==> src/rtl/via_n_m_if.sv <==
// Handshake bundle for via_n_m: NUM_IN buffered sink channels in, NUM_OUT source channels out.
// The DUT side uses the slave modport; the traffic generator side uses master.
interface via_n_m_if #(
  parameter int WIDTH        = 32,
  parameter int NUM_IN       = 2,
  parameter int NUM_OUT      = 2,
  parameter int N_ADDR_WIDTH = 4
);
  logic [NUM_IN*WIDTH-1:0]         i_data_in;
  logic [NUM_IN-1:0]               i_valid_in;
  logic [NUM_IN-1:0]               i_ready_out;
  logic [NUM_OUT*WIDTH-1:0]        o_data_out;
  logic [NUM_OUT*N_ADDR_WIDTH-1:0] o_dest_out;
  logic [NUM_OUT-1:0]              o_valid_out;
  logic [NUM_OUT-1:0]              o_ready_in;

  modport master (
    output i_data_in, i_valid_in, o_ready_in,
    input  i_ready_out, o_data_out, o_dest_out, o_valid_out
  );

  modport slave (
    input  i_data_in, i_valid_in, o_ready_in,
    output i_ready_out, o_data_out, o_dest_out, o_valid_out
  );
endinterface

==> src/rtl/via_n_m.sv <==
// Multi-input/multi-output dependency point: fires once every input holds a flit and all outputs are ready.
// Optional macro VIA_SEQ_CHECK_EN enables per-input sequence checking that drives the sticky err flag.
module via_n_m #(
  parameter int                                    WIDTH        = 32,
  parameter int                                    N            = 16,
  parameter int                                    N_ADDR_WIDTH = $clog2(N),
  parameter int                                    NUM_IN       = 2,
  parameter int                                    NUM_OUT      = 2,
  parameter int                                    DEPTH        = 4,
  parameter int                                    NODE         = 15,
  parameter logic [NUM_OUT*8-1:0]                  O_ID         = {NUM_OUT{8'd0}},
  parameter logic [NUM_IN*8-1:0]                   I_ID         = {NUM_IN{8'd0}},
  parameter int                                    NUM_DEST     = 4,
  parameter logic [NUM_OUT*NUM_DEST*N_ADDR_WIDTH-1:0] O_DEST    = '1,
  parameter bit                                    NODEP        = 1'b0,
  parameter int                                    DONE_COUNT   = 1000
) (
  input  logic     clk,
  input  logic     rst,
  output logic     done,
  output logic     err,
  via_n_m_if.slave bus
);

  localparam int CW  = WIDTH - 2*N_ADDR_WIDTH - 8;
  localparam int PW  = $clog2(DEPTH);
  localparam int DCW = (NUM_DEST > 1) ? $clog2(NUM_DEST) : 1;
  localparam logic [N_ADDR_WIDTH-1:0] NODE_A = N_ADDR_WIDTH'(NODE);

  // Per-input buffer state
  logic [CW-1:0] mem_q     [NUM_IN][DEPTH];
  logic [PW-1:0] wr_ptr_q  [NUM_IN];
  logic [PW-1:0] rd_ptr_q  [NUM_IN];
  logic [PW:0]   count_q   [NUM_IN];
  logic [PW:0]   count_d   [NUM_IN];
  logic [CW-1:0] rc_q      [NUM_IN];

  // Output-side state
  logic [CW-1:0]                   fc_q;
  logic [CW-1:0]                   fc_d;
  logic [DCW-1:0]                  dstcount_q [NUM_OUT];
  logic [N_ADDR_WIDTH-1:0]         dest_sel   [NUM_OUT];
  logic [NUM_OUT*WIDTH-1:0]        o_data_q;
  logic [NUM_OUT*N_ADDR_WIDTH-1:0] o_dest_q;
  logic [NUM_OUT-1:0]              o_valid_q;
  logic                            done_q;

  logic [NUM_IN-1:0] push;
  logic [NUM_IN-1:0] pop;
  logic              all_nonempty;
  logic              all_rc_over;
  logic              fire;
  logic              unused_fold;

  // NOTE: every variable assigned in always_comb gets a default before any condition, so no latch is inferred.
  always_comb begin
    all_nonempty = 1'b1;
    all_rc_over  = 1'b1;
    for (int k = 0; k < NUM_IN; k++) begin
      all_nonempty = all_nonempty & (count_q[k] != '0);
      all_rc_over  = all_rc_over & (32'(rc_q[k]) > DONE_COUNT);
    end
  end

  assign fire = (&bus.o_ready_in) && (NODEP || all_nonempty);
  assign fc_d = fc_q + 1'b1;

  // Ready comes from the registered fill level; reset forces it low while asserted.
  always_comb begin
    for (int k = 0; k < NUM_IN; k++) begin
      bus.i_ready_out[k] = !rst && (count_q[k] != (PW+1)'(DEPTH));
      push[k]            = bus.i_valid_in[k] && bus.i_ready_out[k];
      pop[k]             = fire && (count_q[k] != '0);
      count_d[k]         = count_q[k] + (PW+1)'(push[k]) - (PW+1)'(pop[k]);
    end
  end

  always_comb begin
    for (int k = 0; k < NUM_OUT; k++) begin
      dest_sel[k] = O_DEST[(k*NUM_DEST + int'(dstcount_q[k]))*N_ADDR_WIDTH +: N_ADDR_WIDTH];
    end
  end

  // NOTE: state registers use non-blocking assignments so all flops update together at the edge.
  always_ff @(posedge clk or posedge rst) begin
    if (rst) begin
      for (int k = 0; k < NUM_IN; k++) begin
        wr_ptr_q[k] <= '0;
        rd_ptr_q[k] <= '0;
        count_q[k]  <= '0;
        rc_q[k]     <= '0;
      end
    end else begin
      for (int k = 0; k < NUM_IN; k++) begin
        count_q[k] <= count_d[k];
        if (push[k]) begin
          wr_ptr_q[k] <= wr_ptr_q[k] + 1'b1;
          rc_q[k]     <= rc_q[k] + 1'b1;
        end
        if (pop[k]) begin
          rd_ptr_q[k] <= rd_ptr_q[k] + 1'b1;
        end
      end
    end
  end

  // NOTE: buffer storage has no reset; pointers and counts alone decide which entries are live.
  always_ff @(posedge clk) begin
    for (int k = 0; k < NUM_IN; k++) begin
      if (push[k]) begin
        mem_q[k][wr_ptr_q[k]] <= bus.i_data_in[k*WIDTH +: CW];
      end
    end
  end

  always_ff @(posedge clk or posedge rst) begin
    if (rst) begin
      fc_q      <= '0;
      o_data_q  <= '0;
      o_dest_q  <= '0;
      o_valid_q <= '0;
      done_q    <= 1'b0;
      for (int k = 0; k < NUM_OUT; k++) begin
        dstcount_q[k] <= '0;
      end
    end else begin
      o_valid_q <= {NUM_OUT{fire}};
      done_q    <= (32'(fc_q) > DONE_COUNT) && all_rc_over;
      if (fire) begin
        fc_q <= fc_d;
        for (int k = 0; k < NUM_OUT; k++) begin
          o_dest_q[k*N_ADDR_WIDTH +: N_ADDR_WIDTH] <= dest_sel[k];
          o_data_q[k*WIDTH +: WIDTH]               <= {NODE_A, dest_sel[k], O_ID[k*8 +: 8], fc_d};
          dstcount_q[k] <= (dstcount_q[k] == DCW'(NUM_DEST-1)) ? '0 : dstcount_q[k] + 1'b1;
        end
      end
    end
  end

  assign bus.o_data_out  = o_data_q;
  assign bus.o_dest_out  = o_dest_q;
  assign bus.o_valid_out = o_valid_q;
  assign done            = done_q;

`ifdef VIA_SEQ_CHECK_EN
  logic [CW-1:0] expected_q [NUM_IN];
  logic          err_q;

  // A gap flags once: the expectation resyncs to whatever count actually arrived.
  always_ff @(posedge clk or posedge rst) begin
    if (rst) begin
      err_q <= 1'b0;
      for (int k = 0; k < NUM_IN; k++) begin
        expected_q[k] <= CW'(1);
      end
    end else begin
      for (int k = 0; k < NUM_IN; k++) begin
        if (push[k]) begin
          if ((bus.i_data_in[k*WIDTH +: CW] != expected_q[k]) ||
              (bus.i_data_in[k*WIDTH + CW + 8 +: N_ADDR_WIDTH] != NODE_A)) begin
            err_q <= 1'b1;
          end
          expected_q[k] <= bus.i_data_in[k*WIDTH +: CW] + 1'b1;
        end
      end
    end
  end

  assign err = err_q;
`else
  assign err = 1'b0;
`endif

  // Buffered payload and routing fields are carried for the model but never drive an output.
  always_comb begin
    unused_fold = ^bus.i_data_in ^ ^I_ID;
    for (int k = 0; k < NUM_IN; k++) begin
      unused_fold = unused_fold ^ (^mem_q[k][rd_ptr_q[k]]);
    end
  end

endmodule

==> src/flat_wrapper.sv <==
// flat-port wrapper written by rule: the top's interface ports become plain ports
module via_n_m_flat 
#(
  parameter int                                    WIDTH        = 32,
  parameter int                                    N            = 16,
  parameter int                                    N_ADDR_WIDTH = $clog2(N),
  parameter int                                    NUM_IN       = 2,
  parameter int                                    NUM_OUT      = 2,
  parameter int                                    DEPTH        = 4,
  parameter int                                    NODE         = 15,
  parameter logic [NUM_OUT*8-1:0]                  O_ID         = {NUM_OUT{8'd0}},
  parameter logic [NUM_IN*8-1:0]                   I_ID         = {NUM_IN{8'd0}},
  parameter int                                    NUM_DEST     = 4,
  parameter logic [NUM_OUT*NUM_DEST*N_ADDR_WIDTH-1:0] O_DEST    = '1,
  parameter bit                                    NODEP        = 1'b0,
  parameter int                                    DONE_COUNT   = 1000
)
  (clk, rst, done, err, bus_i_data_in, bus_i_valid_in, bus_o_ready_in, bus_i_ready_out, bus_o_data_out, bus_o_dest_out, bus_o_valid_out);
  via_n_m_if #(.WIDTH(WIDTH), .NUM_IN(NUM_IN), .NUM_OUT(NUM_OUT), .N_ADDR_WIDTH(N_ADDR_WIDTH)) bus_i ();
  input  logic clk;
  input  logic rst;
  output logic done;
  output logic err;
  input wire logic [$bits(bus_i.i_data_in)-1:0] bus_i_data_in;
  input wire logic [$bits(bus_i.i_valid_in)-1:0] bus_i_valid_in;
  input wire logic [$bits(bus_i.o_ready_in)-1:0] bus_o_ready_in;
  output wire logic [$bits(bus_i.i_ready_out)-1:0] bus_i_ready_out;
  output wire logic [$bits(bus_i.o_data_out)-1:0] bus_o_data_out;
  output wire logic [$bits(bus_i.o_dest_out)-1:0] bus_o_dest_out;
  output wire logic [$bits(bus_i.o_valid_out)-1:0] bus_o_valid_out;
  assign bus_i.i_data_in = bus_i_data_in;
  assign bus_i.i_valid_in = bus_i_valid_in;
  assign bus_i.o_ready_in = bus_o_ready_in;
  assign bus_i_ready_out = bus_i.i_ready_out;
  assign bus_o_data_out = bus_i.o_data_out;
  assign bus_o_dest_out = bus_i.o_dest_out;
  assign bus_o_valid_out = bus_i.o_valid_out;
  via_n_m #(.WIDTH(WIDTH), .N(N), .N_ADDR_WIDTH(N_ADDR_WIDTH), .NUM_IN(NUM_IN), .NUM_OUT(NUM_OUT), .DEPTH(DEPTH), .NODE(NODE), .O_ID(O_ID), .I_ID(I_ID), .NUM_DEST(NUM_DEST), .O_DEST(O_DEST), .NODEP(NODEP), .DONE_COUNT(DONE_COUNT)) u_core (.clk(clk), .rst(rst), .done(done), .err(err), .bus(bus_i));
endmodule
==> config.mk <==
export PLATFORM = sky130hd
export DESIGN_NAME = via_n_m_flat
export DESIGN_NICKNAME = d
export VERILOG_FILES = /design/src/rtl/via_n_m_if.sv /design/src/rtl/via_n_m.sv /design/src/flat_wrapper.sv
export SDC_FILE = /design/constraint.sdc
export NUM_CORES = 1
export LEC_CHECK = 0
export CAP_MARGIN = 0
export CORE_MARGIN = 4
export CORE_UTILIZATION = 45
export DETAILED_ROUTE_END_ITERATION = 10
export PLACE_DENSITY = 0.86
export SYNTH_ARGS = -nofsm -noshare
export SYNTH_HDL_FRONTEND = slang
export SYNTH_SLANG_ARGS = --single-unit
==> constraint.sdc <==
create_clock -name clk -period 7.13 [get_ports clk]
set_clock_uncertainty 0.1 [all_clocks]
set_input_delay 1.426 -clock clk [delete_from_list [all_inputs] [get_ports clk]]
set_output_delay 1.426 -clock clk [all_outputs]
set_load 0.1 [all_outputs]
==> out/qor.txt, run 1 <==
Outcome - completed
I/O pins - 148
Die Y - 92.90 um
Fin. Hold Viols - 0
Gr ovfl total - 0
Number of setup buffers added after CTS - 0
Initial DRC count - 95
RSZ-0062 raised after global routing - no
Fin worst setup slack - 2303 ps
Via/cell ratio - 4.810
FP Rows - 30
Worst-Margin Slew - 1147 ps
Post-synth EDFFs - 0
Critical path launch point type - input port
N_diodes - 0
Switching fraction of total power - 46.65%
CP most frequent cell - clkdlybuf4s50_1
Setup TNS Final - 0 ps
Slowest-stage cell, CP - clkdlybuf4s50_1
Worst slack, placed - 2320 ps
Slew margin rel. - 22.98%
TritonCTS buffer count - 9
Largest net degree at the start of global routing - 39
Leakage - 1.699 nW
Power Density - 349.1 nW/um^2
Layout cell share with drive strength beyond 1 - 8.807%
CP max stage delay - 1140 ps
Detail Route Antenna Nets - 0
DRC Markers - 0
Clk network pwr share - 22.7%
Netlist cell types - 34
Post-synth top flop - dfrtp_1
Highest clock rate - 207.2 MHz
Routed wire length - 5.824 mm
Post-CTS Hold Buffers - 0
CP Cell Sequence - clkdlybuf4s50_1 > nor2_1 > clkdlybuf4s50_1
Starting Density - 46.96%
Clock Sinks - 57
Synth Instances - 315
Worst Setup Path Type - input port to primary output
Int Pwr - 0.7137 mW
Dominant cells by area after synthesis - dfrtp_1 44%, buf_4 13%, xnor2_1 10%
Final setup viols - 0
Die span in x - 92.90 um
Clock-pin slew on the worst setup and hold paths - 70 ps
Port bufs - 66
CTS HTree Levels - 3
Initial antenna violation count - 0
Dpl hpwl - 4.268 mm
Logic pwr share - 42.5%
Commonest cells after routing, fill and taps aside - 66 x clkdlybuf4s50_1, 57 x dfrtp_1, 38 x xnor2_1, 25 x nand2_1, 20 x inv_1
Slew Viols, Final - 0
CP Max Fanout - 8
Switching power - 0.6241 mW
Yosys Warn Count - 0
Post-CTS Resized - 0
CTS tree - yes
Max_cap viols - 0
First-pass GRT wire length - 9.853 mm
Core Area - 6907 sq um
Die area - 8629 sq um
Final nets - 429
Seq cells post-synth - 57
Drt wl/cell - 13.00 um
VDD IR-drop max - 0.0002044 V
Ys async rst share - 100.0%
Tightest Hold Check Type - register to register
Synth area leader - dfrtp_1
Syn_area_per_cell - 10.30 sq um
Layout area overhead - 18.17%
WP data arrival - 3300 ps
GRT Total Usage - 14.52%
Cell Area, Synth - 3243 sq um
Final min period - 4827 ps
Post-layout util - 55.49%
Crit end category - primary output
Clk_lat worst skew - 340 ps
Yosys top cell area share - 43.98%
Most common cell after layout, fill and taps aside - clkdlybuf4s50_1
Worst Path Required - 5600 ps
Sequential fraction of the synthesis area - 43.98%
Seq pwr share - 34.8%
DRT Pass-1 Iters - 4
Period utilisation layout - 67.70%
Vias in the first global route - 2,061
Via count - 2,155
Gp weighted congestion - 0.8441
Clock Path Buffers - 2
Root Buffer - clkbuf_8
## flip-flops by register name, summed over array words and instances (netlist names)
| name | cells |
|---|---|
| u_core.done | 1 |
| u_core.rc_q | 32 |
| u_core.fc_q | 15 |
| u_core.count_q | 6 |
| u_core.bus.o_dest_out | 1 |
| u_core.bus.o_data_out | 1 |
| u_core.bus.o_valid_out | 1 |
## routing by layer
layer	vias up	track usage, %	wire (um)
li1	1026	-	-
met1	1040	17.87	2446
met2	80	22.92	2781
met3	9	6.093	527
met4	0	5.006	69
met5	-	0	0
## synth_stat cells, types with 4 or more instances
master,n
buf_4,57
dfrtp_1,57
xnor2_1,38
nand2_1,25
inv_1,21
nand3_1,12
nor3_1,12
xor2_1,11
ha_1,10
nor2_1,10
and3_1,7
nand4_1,7
and4_1,6
o21ai_0,6
or4_1,4
## through the flow
| stage | cells | instance area (sq um) | hold slack (ps) | total power [mW] |
|---|---|---|---|---|
| after floorplan | 331 | 3303 | 334.4 | 0.9409 |
| after CTS | 448 | 3832 | 375.8 | 1.350 |
| after global placement | 432 | 3628 | 354.6 | 1.017 |
| final | 448 | 3832 | 373.6 | 1.338 |
| after detailed placement | 432 | 3628 | 359.4 | 1.039 |
| after global routing | 448 | 3832 | 391.9 | 1.411 |
## logic make-up (layout without fill, tap and decap cells)
kind of cell | Yosys count | in the layout | synth area share [%]
compound gates | 9 | 9 | 1.389
xor+xnor | 49 | 49 | 13.23
fa+ha+maj | 12 | 12 | 5.093
buf+inv | 83 | 104 | 16.71
flops | 57 | 57 | 43.98
other cells | 1 | 17 | 0.1156
simple gates | 104 | 104 | 19.48
## critical path: cells and delay by family
kind / cells / cell delay, ps
buffers and inverters: 2 / 1700
AND/OR/NAND/NOR: 1 / 170
## cell type report
class                      instances  area, sq um
timing repair buffer              67        668.1
tap                               96        120.1
fill                             591         3074
inverter                          21        78.83
clock buffer                      10        137.6
multi-input combinational        191         1335
sequential                        57         1426
clock inverter                     6        66.31
## path summary, 6_finish.rpt
path                                         from                         to  slack (ps)  depth (start not counted)
worst max register to register  u_core.count_q[1]          u_core.count_q[5]        4290                          8
worst min register to register     u_core.rc_q[7]             u_core.rc_q[7]         370                          1
worst min-delay path               u_core.rc_q[7]             u_core.rc_q[7]         370                          1
worst max-delay path                          rst         bus_i_ready_out[1]        2300                          3
max in group asynchronous                     rst  u_core.bus.o_valid_out[0]        4580                          3
min in group asynchronous                     rst             u_core.rc_q[2]        1520                          2
## power groups by stage
stage                     clock (mW)  combinational (mW)  sequential, mW
after floorplan                    0               0.381           0.560
after global placement             0               0.553           0.464
after detailed placement           0               0.569           0.470
after CTS                      0.311               0.573           0.466
after global routing           0.327               0.607           0.477
final                          0.304               0.569           0.465
(Power assumes the default switching activity.)
==> run 2: changes to the inputs <==
--- a/config.mk
+++ b/config.mk
@@ -7,9 +7,9 @@
 export LEC_CHECK = 0
 export CAP_MARGIN = 0
 export CORE_MARGIN = 4
-export CORE_UTILIZATION = 45
+export CORE_UTILIZATION = 42
 export DETAILED_ROUTE_END_ITERATION = 10
-export PLACE_DENSITY = 0.86
+export PLACE_DENSITY = 0.81
 export SYNTH_ARGS = -nofsm -noshare
 export SYNTH_HDL_FRONTEND = slang
 export SYNTH_SLANG_ARGS = --single-unit
==> constraint.sdc (replaced) <==
create_clock -name clk -period 4.5 [get_ports clk]
set_clock_uncertainty 0.1 [all_clocks]
set_input_delay 0.9 -clock clk [delete_from_list [all_inputs] [get_ports clk]]
set_output_delay 0.9 -clock clk [all_outputs]
set_load 0.1 [all_outputs]
==> run 2 against run 1 <==
Against the previous run:
- worst setup slack lost 1100 ps
- non-clock buffer count is 1 higher
- via count decreased by 0.93%
- critical path depth down 2
- hold slack got worse by 4.1 ps
- cell count grew 0.89%
- combinational power rose by 58%
- register-to-register slack lost 2300 ps
- critical endpoint is now bus_o_data_out[28]
==> out/qor.txt, run 2 (same netlist as run 1, synthesis figures left out) <==
Outcome - completed (unchanged)
Initial DRC count - 73 (was 95)
Core Area - 7370 sq um (was 6907 sq um)
TritonCTS buffer count - 9 (unchanged)
Port bufs - 66 (unchanged)
Tightest Hold Check Type - register to register (unchanged)
Final setup viols - 0 (unchanged)
CP Cell Sequence - clkdlybuf4s50_1 (was clkdlybuf4s50_1 > nor2_1 > clkdlybuf4s50_1)
Highest clock rate - 300.4 MHz
Top cell family by delay on the critical path - buffers and inverters (unchanged)
Post-route cell area - 3824 sq um (was 3832 sq um)
CP Depth - 1 (was 3)
Largest reg by FF count - u_core.rc_q (unchanged)
Worst-case reg-to-reg path depth - 9 (was 8)
Power Density - 547.9 nW/um^2 (was 349.1 nW/um^2)
Crit end category - primary output (unchanged)
Layout area overhead - 17.90% (was 18.17%)
Slowest-stage cell, CP - clkdlybuf4s50_1 (unchanged)
Max_cap viols - 0 (unchanged)
Post-DP Area - 3635 sq um (was 3628 sq um)
Post-CTS Hold Buffers - 0 (unchanged)
Total power - 2.095 mW (was 1.338 mW)
Clock-pin slew on the worst setup and hold paths - 60 ps (was 70 ps)
DRC Markers - 0 (unchanged)
Die Y - 95.88 um (was 92.90 um)
Die span in x - 95.88 um (was 92.90 um)
Worst Setup Path Type - register to primary output (was input port to primary output)
GRT Total Usage - 13.50% (was 14.52%)
Vias in the first global route - 2,055 (was 2,061)
Die area - 9192 sq um (was 8629 sq um)
Post-CTS Resized - 0 (unchanged)
Via/cell ratio - 4.723 (was 4.810)
Starting Density - 44.01% (was 46.96%)
CP max stage delay - 1250 ps (was 1140 ps)
Fin. Hold Viols - 0 (unchanged)
N_diodes - 0 (unchanged)
Initial antenna violation count - 0 (unchanged)
Clock Sinks - 57 (unchanged)
Largest net degree at the start of global routing - 42 (was 39)
Drt wl/cell - 12.45 um (was 13.00 um)
Worst-Margin Slew - 986.3 ps (was 1147 ps)
DRT Pass-1 Iters - 4 (unchanged)
FP Rows - 31 (was 30)
Via count - 2,135 (was 2,155)
VDD IR-drop max - 0.0003427 V (was 0.0002044 V)
Period utilisation layout - 73.98%
First-pass GRT wire length - 9.411 mm (was 9.853 mm)
Gr ovfl total - 0 (unchanged)
Commonest cells after routing, fill and taps aside - 64 x clkdlybuf4s50_1, 57 x dfrtp_1, 38 x xnor2_1, 25 x nand2_1, 20 x inv_1 (was 66 x clkdlybuf4s50_1, 57 x dfrtp_1, 38 x xnor2_1, 25 x nand2_1, 20 x inv_1)
Largest register FFs - 32 (unchanged)
Top sig layer - met4 (unchanged)
Number of setup buffers added after CTS - 0 (unchanged)
Slew Viols, Final - 0 (unchanged)
CTS HTree Levels - 3 (unchanged)
Clk_lat worst skew - 340 ps (about the same)
WP data arrival - 2330 ps (was 3300 ps)
Setup TNS Final - 0 ps (unchanged)
Clock Path Buffers - 2 (unchanged)
Dpl hpwl - 4.189 mm (was 4.268 mm)
Layout cell share with drive strength beyond 1 - 8.782% (was 8.807%)
Top Registers - u_core.rc_q x32, u_core.fc_q x15, u_core.count_q x6 (unchanged)
CP Max Fanout - 25 (was 8)
Detail Route Antenna Nets - 0 (unchanged)
Leakage - 1.709 nW (was 1.699 nW)
Root Buffer - clkbuf_8 (unchanged)
Critical path launch point type - register (was input port)
I/O pins - 148 (unchanged)
Hold Path Cell Cnt - 1 (unchanged)
Final min period - 3329 ps
Most common cell after layout, fill and taps aside - clkdlybuf4s50_1 (unchanged)
RSZ-0062 raised after global routing - no (unchanged)
Final nets - 430 (was 429)
Gp weighted congestion - 0.7820 (was 0.8441)
CTS tree - yes (unchanged)
Routed wire length - 5.629 mm (was 5.824 mm)
Met1 WL - 2.388 mm (was 2.446 mm)
Buffers and inverters on the worst path - 1 (was 2)
Length of routed met3 wiring - 552 um (was 527 um)
Worst Path Required - 3500 ps (was 5600 ps)
Metal2 WL - 2.578 mm (was 2.781 mm)
Slew margin rel. - 34.04% (was 22.98%)
-- run 2: changes by cell type in the layout (fill, tap and decap cells not counted) --
cell             change
clkbuf_1             +3
clkinvlp_4           -3
clkdlybuf4s50_1      -2
inv_6                -1
buf_4                +3
clkinv_2             +1
-- run 2: cell type report --
type / count / area, sq um
fillers: 663 / 3546
flip-flops and latches: 57 / 1426
multi-input cells: 191 / 1335
repair buffers: 68 / 670.6
clock buffers: 13 / 148.9
well taps: 99 / 123.9
inverters: 21 / 78.83
clock inverters: 3 / 40.04
-- run 2: path summary, 6_finish.rpt --
path                                          startpoint                  to  slack [ps]
worst max-delay path            u_core.bus.o_dest_out[6]  bus_o_data_out[28]        1170
worst min-delay path                     u_core.rc_q[15]     u_core.rc_q[15]         370
worst max register to register         u_core.count_q[1]   u_core.count_q[5]        1980
worst min register to register           u_core.rc_q[15]     u_core.rc_q[15]         370
max in group asynchronous                            rst      u_core.rc_q[6]        2380
min in group asynchronous                            rst     u_core.rc_q[18]        1180
-- run 2: metal layers --
layer,track usage (%),up-vias
met5,0,-
met4,5.806,0
met3,4.457,14
met2,21.48,81
met1,16.76,1017
li1,-,1023
-- run 2: worst register-to-register path, cell delays in order, from the launching register on --
cell and delay, ps:
dfrtp_1 440, nor3_1 420, nor3_1 100, buf_4 190, ha_1 280, inv_1 40
ha_1 180, fa_1 380, xnor2_1 180, xnor2_1 140
-- run 2: metrics by stage --
stage / hold slack (ps) / util [%] / worst slack (ps) / cells
after floorplan: 334.4 / - / 1225 / 331
after global placement: 352.9 / 49.32 / 1414 / 436
after detailed placement: 357.3 / 49.32 / 1338 / 436
after CTS: 371.1 / 51.88 / 1107 / 452
after global routing: 391.0 / 51.88 / 1019 / 452
final: 369.5 / 51.88 / 1171 / 452
-- run 2: report_power, final --
group / total, mW / switching (mW) / internal [mW]
Clock: 0.463 / 0.194 / 0.269
Sequential: 0.733 / 0.116 / 0.617
Combinational: 0.899 / 0.657 / 0.243
==> edit 1: new RTL, config.mk and constraints of run 2 <==
`DEPTH` is set to 4 in 2 places; all go to 8.
--- a/src/rtl/via_n_m.sv
+++ b/src/rtl/via_n_m.sv
@@ -6,7 +6,7 @@
   parameter int                                    N_ADDR_WIDTH = $clog2(N),
   parameter int                                    NUM_IN       = 2,
   parameter int                                    NUM_OUT      = 2,
-  parameter int                                    DEPTH        = 4,
+  parameter int                                    DEPTH        = 8,
   parameter int                                    NODE         = 15,
   parameter logic [NUM_OUT*8-1:0]                  O_ID         = {NUM_OUT{8'd0}},
   parameter logic [NUM_IN*8-1:0]                   I_ID         = {NUM_IN{8'd0}},
--- a/src/flat_wrapper.sv
+++ b/src/flat_wrapper.sv
@@ -6,7 +6,7 @@
   parameter int                                    N_ADDR_WIDTH = $clog2(N),
   parameter int                                    NUM_IN       = 2,
   parameter int                                    NUM_OUT      = 2,
-  parameter int                                    DEPTH        = 4,
+  parameter int                                    DEPTH        = 8,
   parameter int                                    NODE         = 15,
   parameter logic [NUM_OUT*8-1:0]                  O_ID         = {NUM_OUT{8'd0}},
   parameter logic [NUM_IN*8-1:0]                   I_ID         = {NUM_IN{8'd0}},
Behaviour: not the same (a bounded check fails within 10 cycles, from zero or initial values and one cycle with rst high).
==> edit 1 against run 2 <==
Register-to-register slack better by 0.04 ns; combinational power is 11% higher; worst setup slack improved by 0.011 ns; synthesized area is 5.5% higher; design area is 5.3% higher; final cell count increased by 2.9%; die area rose by 5.0%; count of clock-buffer cells in the layout fell by 4; sequential share of layout area is 0.63 points lower; power up 7.6%; first-iteration DRC count decreased by 25%; sequential cell count up 2; critical path depth did not move; routed wire length rose by 7.3%; highest routed layer unchanged.
==> edit 1: results (changes against run 2) <==
OUTCOME='complete, no violations'
REG.LARGEST.LIST='u_core.rc_q: 32 flops, u_core.fc_q: 15 flops, u_core.count_q: 8 flops'
GRT_PASS1_WL_UM=10500  # +12%
PLACE_HPWL_UM=4480  # +7.1%
REG2REG_TO='u_core.count_q[7]'
CLOCK_PATH_BUFFERS=2  # unchanged
STATIC-LEAKAGE-POWER_uW=0.00180  # +5.6%
HOLD_WS_NS=0.370  # +0.000835 ns
SYNTH_COMPOUND_GATE_AREA_SHARE=0.0216  # +0.00768
DETAILEDPLACE.WORSTSLACK_NS=1.33  # -0.00997 ns
DRT_FIRST_ITER_VIOLATIONS=55  # -25%
DETAILED_PLACE.AREA_UM2=3830  # +5.5%
YOSYS-TOP-CELLS-COUNT='59 x dfrtp_1, 57 x buf_4, 35 x xnor2_1, 22 x inv_1, 19 x nand2_1'
R2R_SETUP_SLACK_NS=2.02  # +0.04 ns
YOSYS.CELL_TYPES.COUNT=35  # +2.9%
HOLDCRITSTARTPOINT='u_core.rc_q[9]'
GRT_PASS1_VIAS=2292  # +12%
SYNTH-XOR-AREA-SHARE=0.125  # -0.00692
PLACE.DETAILED.INSTANCES=449  # +3.0%
LARGEST_REGISTER_FF_COUNT=32  # unchanged
POSTSYNTHAREAPERCELL_UM2=10.6  # +3.2%
GLOBAL_ROUTE.USAGE.TOTAL=0.132  # -0.00313
WORST_PIN_SLEW_NS=0.983  # -0.00371 ns
PEAK_SUPPLY_DROP_V=0.000310  # -9.5%
REG2REG_FROM='u_core.count_q[6]'
FINAL_LAYOUT_SIZE_SUFFIX_GT1_FRAC=0.0937  # +0.00585
DRT_PRE_ANTENNA_ITERS=4  # unchanged
P_INT_uW=1190  # +5.2%
FF2FF_PATH_DEPTH=10  # +1
TOP_CELLS_BY_AREA_SYNTH='dfrtp_1 43%, buf_4 13%, xnor2_1 9.0%, ha_1 6.6%, xor2_1 3.6%'
POST_ROUTE_MINIMUM_PERIOD_NS=3.32  # -0.0108 ns
DR_VIAS=2253  # +5.5%
GPL.FINAL_WEIGHTED_CONGESTION=0.778  # -0.47%
YOSYSSEQAREASHARE=0.431  # -0.00837
MAXIMUM_NUMBER_OF_PINS_ON_ONE_NET_BEFORE_GLOBAL_ROUTE_REPAIR=38  # -9.5%
SYNTH-ADDER-AREA-SHARE=0.0775  # +0.0266
HOLD-PATH-ENDPOINT='u_core.rc_q[9]'
[edit 1: cell types whose count changed after synthesis, moves of 3 or more]
cell and change:
xnor2_1 -3, and4_1 -3, ha_1 +8, xor2_1 +3
nand2_1 -6, nand4_1 +7, nor3_1 -5
[edit 1: logic make-up after synthesis]
family / count (synthesis)
xor+xnor: 49
flops: 59
fa+ha+maj: 20
buf+inv: 80
compound gates: 13
other cells: 1
simple gates: 100
[edit 1: final cells by class]
type | count | area [um^2]
flip-flops and latches | 59 | 1480
well taps | 102 | 128
inverters | 22 | 82.6
clock buffers | 9 | 124
multi-input cells | 199 | 1480
fillers | 694 | 3780
clock inverters | 7 | 68.8
repair buffers | 67 | 663
[edit 1: worst max path at each step]
stage | from | endpoint | cells after the start
4_1_cts | u_core.bus.o_dest_out[6] | bus_o_data_out[30] | 1
6_report | u_core.bus.o_dest_out[6] | bus_o_data_out[30] | 1
5_1_grt | u_core.bus.o_dest_out[6] | bus_o_data_out[63] | 1
3_5_place_dp | bus_o_ready_in[1] | u_core.count_q[7] | 9
2_1_floorplan | rst | bus_i_ready_out[0] | 2
3_3_place_gp | bus_o_ready_in[0] | u_core.count_q[6] | 9
[edit 1: layer usage]
metal | GRT usage | wire (um) | up-vias
met1 | 0.162 | 2660 | 1087
met5 | 0 | 0 | -
met2 | 0.213 | 2770 | 79
met4 | 0.0294 | 57 | 0
met3 | 0.0621 | 555 | 5
li1 | - | - | 1082
[edit 1: power groups by stage]
stage	clock network [uW]	logic [uW]	registers, uW
2_1_floorplan	0	679	936
5_1_grt	509	1090	805
6_report	470	1000	782
3_3_place_gp	0	971	783
3_5_place_dp	0	1010	790
4_1_cts	483	1010	782
==> edit 2: new RTL, config.mk and constraints of run 2 <==
Without the edit above. Build with the macro `VIA_SEQ_CHECK_EN` defined.
--- a/src/rtl/via_n_m.sv
+++ b/src/rtl/via_n_m.sv
@@ -1,5 +1,7 @@
 // Multi-input/multi-output dependency point: fires once every input holds a flit and all outputs are ready.
 // Optional macro VIA_SEQ_CHECK_EN enables per-input sequence checking that drives the sticky err flag.
+`define VIA_SEQ_CHECK_EN
+
 module via_n_m #(
   parameter int                                    WIDTH        = 32,
   parameter int                                    N            = 16,
Behaviour: not the same (Yosys sat finds a counterexample within 4 cycles, from zero or initial values and one cycle with rst high).
==> edit 2 against run 2 <==
Routed wire length rose by 91%; utilization rose by 1.0 points; power rose by 57%; global-route usage rose by 1.9 points; sequential share of layout area fell by 1.7 points; sequential cell count rose by 33; worst setup slack got worse by 0.034 ns; register-to-register slack got worse by 0.14 ns; design area rose by 66%; synthesized cell count rose by 69%; count of clock-buffer cells in the layout fell by 4; synthesized area rose by 58%.
==> edit 2: results (changes against run 2) <==
OUTCOME='complete, no violations'
YS_WARN_COUNT=0  # unchanged
CLK_LAT_WORST_SKEW_NS=0.34  # about the same
GRT_PASS1_VIAS=3812  # +85%
CRITICAL_PATH.MAX_FANOUT=25  # unchanged
CTS_MADE_BUFFERS=9  # unchanged
REG2REG_TO='u_core.count_q[2]'
YOSYS.CELL_TYPES.COUNT=39  # +15%
POST_CTS.REPAIR.SETUP_BUFFERS=0  # unchanged
CRIT_PATH_MAX_INCR_DELAY_NS=1.27  # +0.02 ns
DETAILED_PLACE.AREA_UM2=6010  # +65%
DRT_FIRST_ITER_VIOLATIONS=137  # +88%
GLOBAL_ROUTE.USAGE.TOTAL=0.154  # +0.0186
WORSTHOLDPATHTYPE='register to register'
FINAL_ROUTED_WIRELENGTH_UM=10800  # +91%
PLACE_HPWL_UM=7920  # +89%
GPL.FINAL_WEIGHTED_CONGESTION=0.842  # +7.6%
WORST_PIN_SLEW_NS=1.02  # +0.0328 ns
CLOCKROOTBUFFER='clkbuf_16'
CRIT_SLOWEST_CELL='clkdlybuf4s50_1'
REG2REG_FROM='u_core.count_q[1]'
IO_BUFFER_COUNT=107  # +62%
STATIC-LEAKAGE-POWER_uW=0.00272  # +59%
GRT_PASS1_WL_UM=18000  # +91%
DRT_PRE_ANTENNA_ITERS=4  # unchanged
TOP_CELLS_BY_AREA_SYNTH='dfrtp_1 43%, xnor2_1 9.4%, xor2_1 9.2%, buf_4 8.2%, nand2_1 3.4%'
DRT-VIAS-PER-INSTANCE=5.07  # +7.4%
HOLDCRITSTARTPOINT='u_core.rc_q[25]'
MAXIMUM_NUMBER_OF_PINS_ON_ONE_NET_BEFORE_GLOBAL_ROUTE_REPAIR=81  # +93%
CP_TOP_FAMILY='buffers and inverters'
YOSYS-TOP-CELLS-COUNT='88 x dfrtp_1, 56 x buf_4, 55 x xnor2_1, 54 x xor2_1, 47 x nand2_1'
HOLD-PATH-ENDPOINT='u_core.rc_q[25]'
CLOCK_PATH_BUFFERS=2  # unchanged
HOLD_WS_NS=0.374  # +0.00435 ns
FF2FF_PATH_DEPTH=9  # unchanged
WORSTSETUPSTARTPOINTTYPE='register'
PEAK_SUPPLY_DROP_V=0.000228  # -33%
REG.LARGEST.LIST='u_core.expected_q: 32 flops, u_core.rc_q: 32 flops, u_core.fc_q: 15 flops'
YOSYSSEQAREASHARE=0.440  # about the same
WORSTHOLDPATHCELLS=1  # unchanged
WORST-ENDPOINT-ARRIVAL_NS=2.36  # +0.03 ns
FINAL_LAYOUT_SIZE_SUFFIX_GT1_FRAC=0.0495  # -0.0383
R2R_SETUP_SLACK_NS=1.84  # -0.14 ns
FINAL_NET_COUNT=686  # +60%
==> edit 2: logic make-up after synthesis <==
logic type | after synthesis | share of synthesized area
adder cells (fa/ha/maj) | 14 | 0.0371
AO/OA/AOI/OAI | 39 | 0.0403
other | 1 | 0.000731
buffers and inverters | 93 | 0.111
flip-flops | 90 | 0.440
AND/OR/NAND/NOR | 184 | 0.179
XOR/XNOR | 109 | 0.186
multiplexers | 3 | 0.00634
==> edit 2: stage by stage <==
stage | worst slack (ns) | cells
2_1_floorplan | 0.567 | 548
3_3_place_gp | 0.944 | 738
3_5_place_dp | 0.858 | 738
4_1_cts | 1.10 | 753
5_1_grt | 0.970 | 753
6_report | 1.14 | 753
==> edit 2: layout make-up <==
class | count | area [um^2]
Multi-Input combinational cell | 365 | 2370
Sequential cell | 90 | 2250
Timing Repair Buffer | 110 | 1100
Clock inverter | 6 | 90.1
Clock buffer | 9 | 225
Fill cell | 1069 | 5630
Tap cell | 147 | 184
Inverter | 26 | 101
==> edit 2: power breakdown <==
part	total [uW]	switching [uW]	internal [uW]
Sequential	1230	208	1020
Combinational	1250	845	408
Clock	807	321	486
==> edit 2: routing by layer <==
metal	track usage	vias up	part of all wire
li1	-	1839	-
met1	0.184	1826	0.42
met2	0.271	134	0.50
met3	0.0450	20	0.065
met4	0.0398	0	0.015
met5	0	-	0
==> edit 2: how the worst max path moves through the flow <==
stage                         endpoint  slack [ns]  cells after the start
floorplan           bus_i_ready_out[1]        0.57                      2
global placement     u_core.count_q[1]        0.94                      9
detailed placement   u_core.count_q[1]        0.86                      9
CTS                 bus_o_data_out[25]        1.10                      1
global route        bus_o_data_out[28]        0.97                      1
finish              bus_o_data_out[28]        1.14                      1
